$ cat config.mk
export PLATFORM = sky130hd
export DESIGN_NAME = adventure_room_fsm
export DESIGN_NICKNAME = d
export VERILOG_FILES = /design/src/rtl/adventure_pkg.sv /design/src/rtl/dir_press_detect.sv /design/src/rtl/adventure_room_fsm.sv
export SDC_FILE = /design/constraint.sdc
export NUM_CORES = 1
export LEC_CHECK = 0
export CORE_MARGIN = 2
export CORE_UTILIZATION = 46
export CTS_CLUSTER_DIAMETER = 30
export DETAILED_ROUTE_END_ITERATION = 10
export PLACE_DENSITY = 0.8
export SLEW_MARGIN = 20
export SYNTH_ARGS = -nofsm -noshare
export SYNTH_HDL_FRONTEND = slang
export SYNTH_SLANG_ARGS = --single-unit
$ cat constraint.sdc
create_clock -name clk -period 3.7 [get_ports clk]
set_input_delay 1.11 -clock clk [delete_from_list [all_inputs] [get_ports clk]]
set_output_delay 1.11 -clock clk [all_outputs]
set_load 0.05 [all_outputs]
$ cat src/rtl/adventure_pkg.sv
// Shared types for the adventure room FSM: room encoding and button bit positions.
package adventure_pkg;

  localparam int ROOM_N  = 7;
  localparam int NUM_BTN = 4;

  // Button vector is {n,s,e,w}
  localparam int BTN_W = 0;
  localparam int BTN_E = 1;
  localparam int BTN_S = 2;
  localparam int BTN_N = 3;

  typedef enum logic [2:0] {
    CAVE          = 3'd0,
    TUNNEL        = 3'd1,
    RIVER         = 3'd2,
    SWORD_STASH   = 3'd3,
    DRAGON_DEN    = 3'd4,
    VICTORY_VAULT = 3'd5,
    GRAVEYARD     = 3'd6
  } room_t;

  // One-hot room indicator; an out-of-range code decodes to all zeros.
  function automatic logic [ROOM_N-1:0] room_onehot(input room_t r);
    logic [ROOM_N-1:0] oh;
    oh = '0;
    for (int i = 0; i < ROOM_N; i++)
      if (r == room_t'(i)) oh[i] = 1'b1;
    return oh;
  endfunction

endpackage

$ cat src/rtl/dir_press_detect.sv
// Rising-edge detect on the four direction buttons plus "exactly one press" qualifier.
module dir_press_detect
  import adventure_pkg::*;
(
  input  logic               clk,
  input  logic               reset,
  input  logic [NUM_BTN-1:0] i_btn,
  output logic [NUM_BTN-1:0] o_press,
  output logic               o_press_valid
);

  logic [NUM_BTN-1:0] r_prev;
  logic [NUM_BTN-1:0] w_press;

  // Previous levels; reset to all ones so a button held across reset release is not a press.
  always_ff @(posedge clk or posedge reset) begin
    if (reset) r_prev <= '1;
    else       r_prev <= i_btn;
  end

  assign w_press       = i_btn & ~r_prev;
  assign o_press       = w_press;
  assign o_press_valid = $onehot(w_press);

endmodule

$ cat src/rtl/adventure_room_fsm.sv
// Room-navigation FSM: moves through the 7-room map on single button presses,
// resolves the dragon fight from the sword FSM's v, counts accepted moves.
module adventure_room_fsm
  import adventure_pkg::*;
#(
  parameter int MOVE_W = 8
) (
  input  logic              clk,
  input  logic              reset,
  input  logic              n,
  input  logic              s,
  input  logic              e,
  input  logic              w,
  input  logic              v,
  output logic [ROOM_N-1:0] room,
  output logic              sw,
  output logic              win,
  output logic              dead,
  output logic [MOVE_W-1:0] moves
);

  room_t               r_state;
  room_t               w_next;
  logic                w_move;
  logic [NUM_BTN-1:0]  w_press;
  logic                w_press_valid;
  logic [NUM_BTN-1:0]  w_go;
  logic [MOVE_W-1:0]   r_moves;

  dir_press_detect u_press (
    .clk           (clk),
    .reset         (reset),
    .i_btn         ({n, s, e, w}),
    .o_press       (w_press),
    .o_press_valid (w_press_valid)
  );

  // Only a lone press steers the FSM; simultaneous presses are discarded.
  assign w_go = w_press & {NUM_BTN{w_press_valid}};

  // State register
  always_ff @(posedge clk or posedge reset) begin
    if (reset) r_state <= CAVE;
    else       r_state <= w_next;
  end

  // Next-state: map exits; w_move flags a button-driven room change
  always_comb begin
    w_next = r_state;
    w_move = 1'b0;
    case (r_state)
      CAVE: begin
        if (w_go[BTN_E]) begin w_next = TUNNEL; w_move = 1'b1; end
      end
      TUNNEL: begin
        if (w_go[BTN_W])      begin w_next = CAVE;  w_move = 1'b1; end
        else if (w_go[BTN_S]) begin w_next = RIVER; w_move = 1'b1; end
      end
      RIVER: begin
        if (w_go[BTN_N])      begin w_next = TUNNEL;      w_move = 1'b1; end
        else if (w_go[BTN_W]) begin w_next = SWORD_STASH; w_move = 1'b1; end
        else if (w_go[BTN_E]) begin w_next = DRAGON_DEN;  w_move = 1'b1; end
      end
      SWORD_STASH: begin
        if (w_go[BTN_E]) begin w_next = RIVER; w_move = 1'b1; end
      end
      // Fight resolves on the next edge regardless of buttons; not counted as a move
      DRAGON_DEN:    w_next = v ? VICTORY_VAULT : GRAVEYARD;
      VICTORY_VAULT: w_next = VICTORY_VAULT;
      GRAVEYARD:     w_next = GRAVEYARD;
      default:       w_next = CAVE;
    endcase
  end

  // Saturating move counter
  always_ff @(posedge clk or posedge reset) begin
    if (reset)                        r_moves <= '0;
    else if (w_move && r_moves != '1) r_moves <= r_moves + MOVE_W'(1);
  end

  // Moore output decode
  always_comb begin
    room  = room_onehot(r_state);
    sw    = (r_state == SWORD_STASH);
    win   = (r_state == VICTORY_VAULT);
    dead  = (r_state == GRAVEYARD);
    moves = r_moves;
  end

endmodule

Yosys cells after proc, flatten, opt, wreduce, memory -nomap -nowiden
Index checks and enable logic that the tools add are counted.
{"block": "word_totals", "reg_bits": 15, "input_bits": 7, "output_inout_bits": 18, "wordCells": 48}
{"block": "op_classes", "n_addsub": 4, "eq_ne": 12, "mux": 22, "n_bitwise": 3, "n_reduce_logical": 4}
{"op": "3-bit two-way mux", "n": 7}
{"op": "3-bit one-hot mux with 7 select lines", "n": 1}
{"op": "1-bit two-way mux", "n": 12}
{"op": "3-bit equality test (second input constant)", "n": 3}
{"op": "8-bit by 1-bit adder with 8-bit output (second input constant)", "n": 1}
{"op": "4-bit AND", "n": 2}
{"op": "8-bit != test (second input constant)", "n": 1}
{"op": "3-bit by 1-bit equality test with 1-bit output (second input constant)", "n": 2}
{"op": "3-bit by 2-bit equality test with 1-bit output (second input constant)", "n": 2}
{"op": "1-bit by 1-bit adder with 2-bit output", "n": 2}
{"op": "4-bit != test (second input constant)", "n": 1}
{"op": "4-bit inverter", "n": 1}
{"op": "4-bit AND reduction", "n": 1}
{"op": "3-bit adder", "n": 1}
{"op": "3-bit logical NOT", "n": 1}
{"op": "3-bit != test (second input constant)", "n": 1}
{"op": "1-bit one-hot mux with 3 select lines", "n": 1}
{"op": "2-bit two-way mux", "n": 1}
{"op": "2-bit by 1-bit != test with 1-bit output (second input constant)", "n": 1}
{"op": "2-bit != test (second input constant)", "n": 1}
{"op": "2-bit OR reduction", "n": 1}
{"op": "1-bit logical AND", "n": 1}

Depth between registers and ports, before layout
{"block": "logic_depth", "depth_word": 11, "mapped_depth": 10, "ltp_nobuf": 9}

Modules after synthesis
Synthesis repeated with hierarchy kept, for this count alone.
{"block": "unflattened", "cells_unflattened": 96, "hier_area_um2": 948.4}
{"mod": "adventure_room_fsm", "instances": 1, "cells_per_inst": 83, "area_per_inst_um2": 757.0, "seq_area_each_um2": 275.3}
{"mod": "dir_press_detect", "instances": 1, "cells_per_inst": 13, "area_per_inst_um2": 191.4, "seq_area_each_um2": 105.1}

Worst setup path before layout
OpenSTA, ideal clock, no wires.
{"block": "synth_path", "path_kind": "input port to flip-flop", "from": "input w", "to": "register r_state[0]", "setup_time_ns": 0.131, "arrival_ns": 3.487, "required_ns": 3.569, "setup_slack_ns": 0.082, "cell_stages": 10, "path_buffers": 1, "path_cell_list": "nor2b_1 clkbuf_2 ha_1 ha_1 fa_1 nor3b_1 o2111ai_1 nand3_1 a21boi_0 a21oi_1"}
{"block": "synth_via", "elab_chain_cells": 8, "elab_cells_between_ends": 14, "classes_between": "add/sub: 2; eq/ne: 5; mux: 4; bitwise: 2; reduce/logical: 1"}
{"item": "start: declaration", "line_no": "adventure_room_fsm.sv:13", "rtl": "input logic w,"}
{"item": "4-bit AND (*)", "line_no": "dir_press_detect.sv:21", "rtl": "assign w_press = i_btn & ~r_prev;"}
{"item": "1-bit by 1-bit adder with 2-bit output (not written as such)", "line_no": "dir_press_detect.sv:23", "rtl": "assign o_press_valid = $onehot(w_press);"}
{"item": "3-bit adder (not written as such)", "line_no": "dir_press_detect.sv:23"}
{"item": "3-bit by 1-bit equality test with 1-bit output", "line_no": "dir_press_detect.sv:23"}
{"item": "4-bit AND (*)", "line_no": "adventure_room_fsm.sv:39", "rtl": "assign w_go = w_press & {NUM_BTN{w_press_valid}};"}
{"item": "3-bit two-way mux", "line_no": "adventure_room_fsm.sv:61", "rtl": "else if (w_go[BTN_W]) begin w_next = SWORD_STASH; w_move = 1'b1; end"}
{"item": "3-bit two-way mux", "line_no": "adventure_room_fsm.sv:60", "rtl": "if (w_go[BTN_N]) begin w_next = TUNNEL; w_move = 1'b1; end"}
{"item": "3-bit one-hot mux with 7 select lines", "line_no": "adventure_room_fsm.sv:51", "rtl": "case (r_state)"}
{"item": "end signal: assignment", "line_no": "adventure_room_fsm.sv:44", "rtl": "else r_state <= w_next;"}
{"item": "end: declaration", "line_no": "adventure_room_fsm.sv:22", "rtl": "room_t r_state;"}
Mark *: on every way between the ends. The rest lies on a longest branch, timed or not.
A chain may end at the register's enable or synchronous reset.

Worst setup path after layout
{"block": "layout_path", "from": "input n", "to": "register r_moves[7] (netlist: moves[7])"}
{"block": "layout_via", "elab_chain_cells": 10, "elab_cells_between_ends": 12, "classes_between": "add/sub: 2; eq/ne: 1; mux: 6; bitwise: 2; reduce/logical: 1"}
{"item": "start: declaration", "line_no": "adventure_room_fsm.sv:10", "rtl": "input logic n,"}
{"item": "4-bit AND (*)", "line_no": "dir_press_detect.sv:21"}
{"item": "1-bit by 1-bit adder with 2-bit output (not written as such)", "line_no": "dir_press_detect.sv:23"}
{"item": "3-bit adder (not written as such)", "line_no": "dir_press_detect.sv:23"}
{"item": "3-bit by 1-bit equality test with 1-bit output", "line_no": "dir_press_detect.sv:23"}
{"item": "4-bit AND (*)", "line_no": "adventure_room_fsm.sv:39"}
{"item": "1-bit two-way mux", "line_no": "adventure_room_fsm.sv:53, adventure_room_fsm.sv:62, adventure_room_fsm.sv:65"}
{"item": "1-bit two-way mux", "line_no": "adventure_room_fsm.sv:61"}
{"item": "1-bit two-way mux", "line_no": "adventure_room_fsm.sv:60"}
{"item": "1-bit one-hot mux with 3 select lines (*)", "line_no": "adventure_room_fsm.sv:51"}
{"item": "1-bit logical AND (*)", "line_no": "adventure_room_fsm.sv:78", "rtl": "else if (w_move && r_moves != '1) r_moves <= r_moves + MOVE_W'(1);"}
{"item": "end signal: assignment", "line_no": "adventure_room_fsm.sv:78"}
{"item": "end: declaration", "line_no": "adventure_room_fsm.sv:28", "rtl": "logic [MOVE_W-1:0] r_moves;"}
Marks and branches as above.

==> qor.yml <==
run_status:
  status: "finished, final reports clean"
die:
  initial_core_util: 0.477
  ios: 25
  die_w_um: 48.4
  die_height_um: 48.4
  core-area_um2: 1900
  die-area_um2: 2340
  num_rows: 16
sta:
  period_needed_ps: 3510
  tightest_slew_ps: 565
  hold_viol: 0
  rsz0062_at_grt: "false"
  skew_ps: 5.04
  drv_slew: 0
  period_share: 0.947
  max_freq_ghz: 0.285
  max_slew_margin: 0.623
  setup_viol: 0
  whs_ps: 520
routing:
  vias_per_cell: 5.47
  drc: 0
  routedWlPerCell_um: 13.0
  routed-via-count: 832
  drt-pass1-iter-count: 4
  wl_mm: 1.98
  drt_iter0_drc: 13
  ant_nets: 0
worst_setup_path:
  rr_startpoint: "u_press.r_prev[0]$_DFF_PP1_"
  rr_worst_depth: 8
  crit_path_max_incr_delay_ps: 490
  path_depth: 9
  critPathLaunch: "n"
  critical_path_buf_inv_count: 1
  path_class: "primary input to register"
  crit_family: "adder cells"
  end_kind: "register"
  cpMostUsedCell: "ha_1"
  crit_chain: "clkdlybuf4s50_1 > nor2b_1 > ha_1 > ha_1 > fa_1 > nor2_1 > nand2_1 > nor4_1 > mux2_2"
  required_ps: 3860
  critPathArrivalTime_ps: 3670
  cp_slowest_cell: "fa_1"
  crit_path_start_kind: "primary input"
  crit_fanout: 5
yosys:
  yosysTopAreaCellShare: 0.303
  synth_largest_area_cell: "dfrtp_1"
  synth_area_leaders: "dfrtp_1, dfstp_2, ha_1, xor2_1, nor3_1"
  ys_types: 34
  yosys_warnings: 0
  yosysSeqAreaShare: 0.419
  netlist_area_um2: 907
  synth.net_count: 107
  synth.avg_cell_area_um2: 9.55
  ys_ff_latch: 15
  syn_inst: 95
layout:
  seq_area_um2: 380
  drive_gt1_frac: 0.168
  mostFrequentLayoutCells: "clkdlybuf4s50_1, dfrtp_1, nand2_1"
  final_nets: 138
  n_antenna_cell: 0
  area_growth_pct: 37.2
  stdcell_area_um2: 1240
  fill_cells: 162
  stdcell_count: 152
  multiInputGateArea_um2: 493
  final_common_cell: "clkdlybuf4s50_1"
grt:
  grt_usage: 0.193
  grt.overflow.total: 0
  grt_pass1_vias: 842
  grt_antenna_before_repair: 0
  grt_start_max_net_pins: 16
  grt_pass1_wl_mm: 3.64
power_and_ir_drop:
  ir_drop_uv: 642
  total_power_mw: 0.938
  pwr_density_cell_nw_per_um2: 753
  cellLeakagePower_nw: 0.536
cts:
  cts_inserted_buffers: 3
  cts_root_buf: "clkbuf_4"
  path_clk_slew_ps: 90
  cts_tree: "yes"
  h-tree-depth: 1
  clkSinkCount: 15
  cts_buffer_depth: 2
  ctsHoldBuffers: 0
  clk_latency_ps: 280
placed_design:
  gp_congestion: 0.818
  hpwl_mm: 1.48
  portBuffers: 24
  dpl_cell_area_um2: 1200
  dp_cells: 148
hold_path:
  whs_path_depth: 1
  worstHoldStart: "moves[4]$_DFFE_PP0P_"
  hold_class: "register to register"
flow_run:
  maxCapViolCount: 0
==> where the power goes <==
part           total, mW  switching, mW  internal, mW
Clock             0.0906         0.0489        0.0418
Sequential         0.279         0.0716         0.207
Combinational      0.568          0.357         0.211
==> logic make-up (layout without fill, tap and decap cells) <==
group | count (synthesis) | in the layout | share of synthesized area
xor gates and xnor gates | 5 | 5 | 0.0483
DFF | 15 | 15 | 0.419
buffers and inverters | 9 | 39 | 0.0524
AOI/OAI and AO/OA | 13 | 13 | 0.101
adders and majority gates | 5 | 5 | 0.0772
muxes | 3 | 3 | 0.0372
and+or+nand+nor | 45 | 45 | 0.265
==> flip-flops by register name (all words and copies together) (netlist names) <==
name / cells
r_state: 3
u_press.r_prev: 4
moves: 8
==> worst register-to-register path, cell delays in order, from the launching register on <==
cell and delay [ps]:
dfstp_2 530, nor2b_1 50, ha_1 290, ha_1 230, fa_1 490, nor2_1 130
nand2_1 120, nor4_1 310, mux2_2 370
==> metal layers <==
layer	vias up	share of wire	global-route usage	routed length, um
li1	399	-	-	-
met1	412	0.44	0.244	866
met2	19	0.51	0.343	1010
met3	2	0.044	0.0278	88
met4	0	0.0061	0.0571	12
met5	-	0	0	0
==> what timing repair did <==
action                                  4_1_cts  5_1_grt
resized for setup                             0        4
endpoints found under the setup margin        0        3
setup buffers                                 0        0
==> through the flow <==
step | setup TNS [ps] | util | setup slack [ps]
after floorplan | 0 | - | 81.5
after global placement | -60.1 | 0.634 | -28.3
after detailed placement | -790 | 0.634 | -236
after CTS | 0 | 0.647 | 61.2
after global routing | 0 | 0.655 | 20.7
final | 0 | 0.655 | 195
==> Yosys cell counts, drive strengths merged <==
master / count
dfrtp: 11
nand2: 9
nor3: 8
xor2: 5
and3: 4
buf: 4
dfstp: 4
ha: 4
nand2b: 4
nand3: 4
nor2b: 4
nor4: 4
a21oi: 3
inv: 3
mux2: 3
nor2: 3
clkbuf: 2
o21ai: 2
or2: 2
a21boi: 1
a222oi: 1
a31oi: 1
a32o: 1
a41oi: 1
fa: 1
nand4: 1
nand4b: 1
nor3b: 1
o2111ai: 1
o21a: 1
o31ai: 1
==> cell type report <==
type / count / share of cell area
clock buffer: 4 / 0.0211
timing repair buffer: 32 / 0.241
sequential: 15 / 0.306
inverter: 3 / 0.00905
tap: 27 / 0.0271
multi-input combinational: 71 / 0.396
==> final timing paths <==
path	slack [ps]	endpoint
max	190	moves[7]$_DFFE_PP0P_
min	520	moves[4]$_DFFE_PP0P_
max reg2reg	1080	moves[7]$_DFFE_PP0P_
min reg2reg	520	moves[4]$_DFFE_PP0P_
max in group asynchronous	2140	u_press.r_prev[1]$_DFF_PP1_
min in group asynchronous	1180	moves[4]$_DFFE_PP0P_
Power figures use the tool's default switching activity.
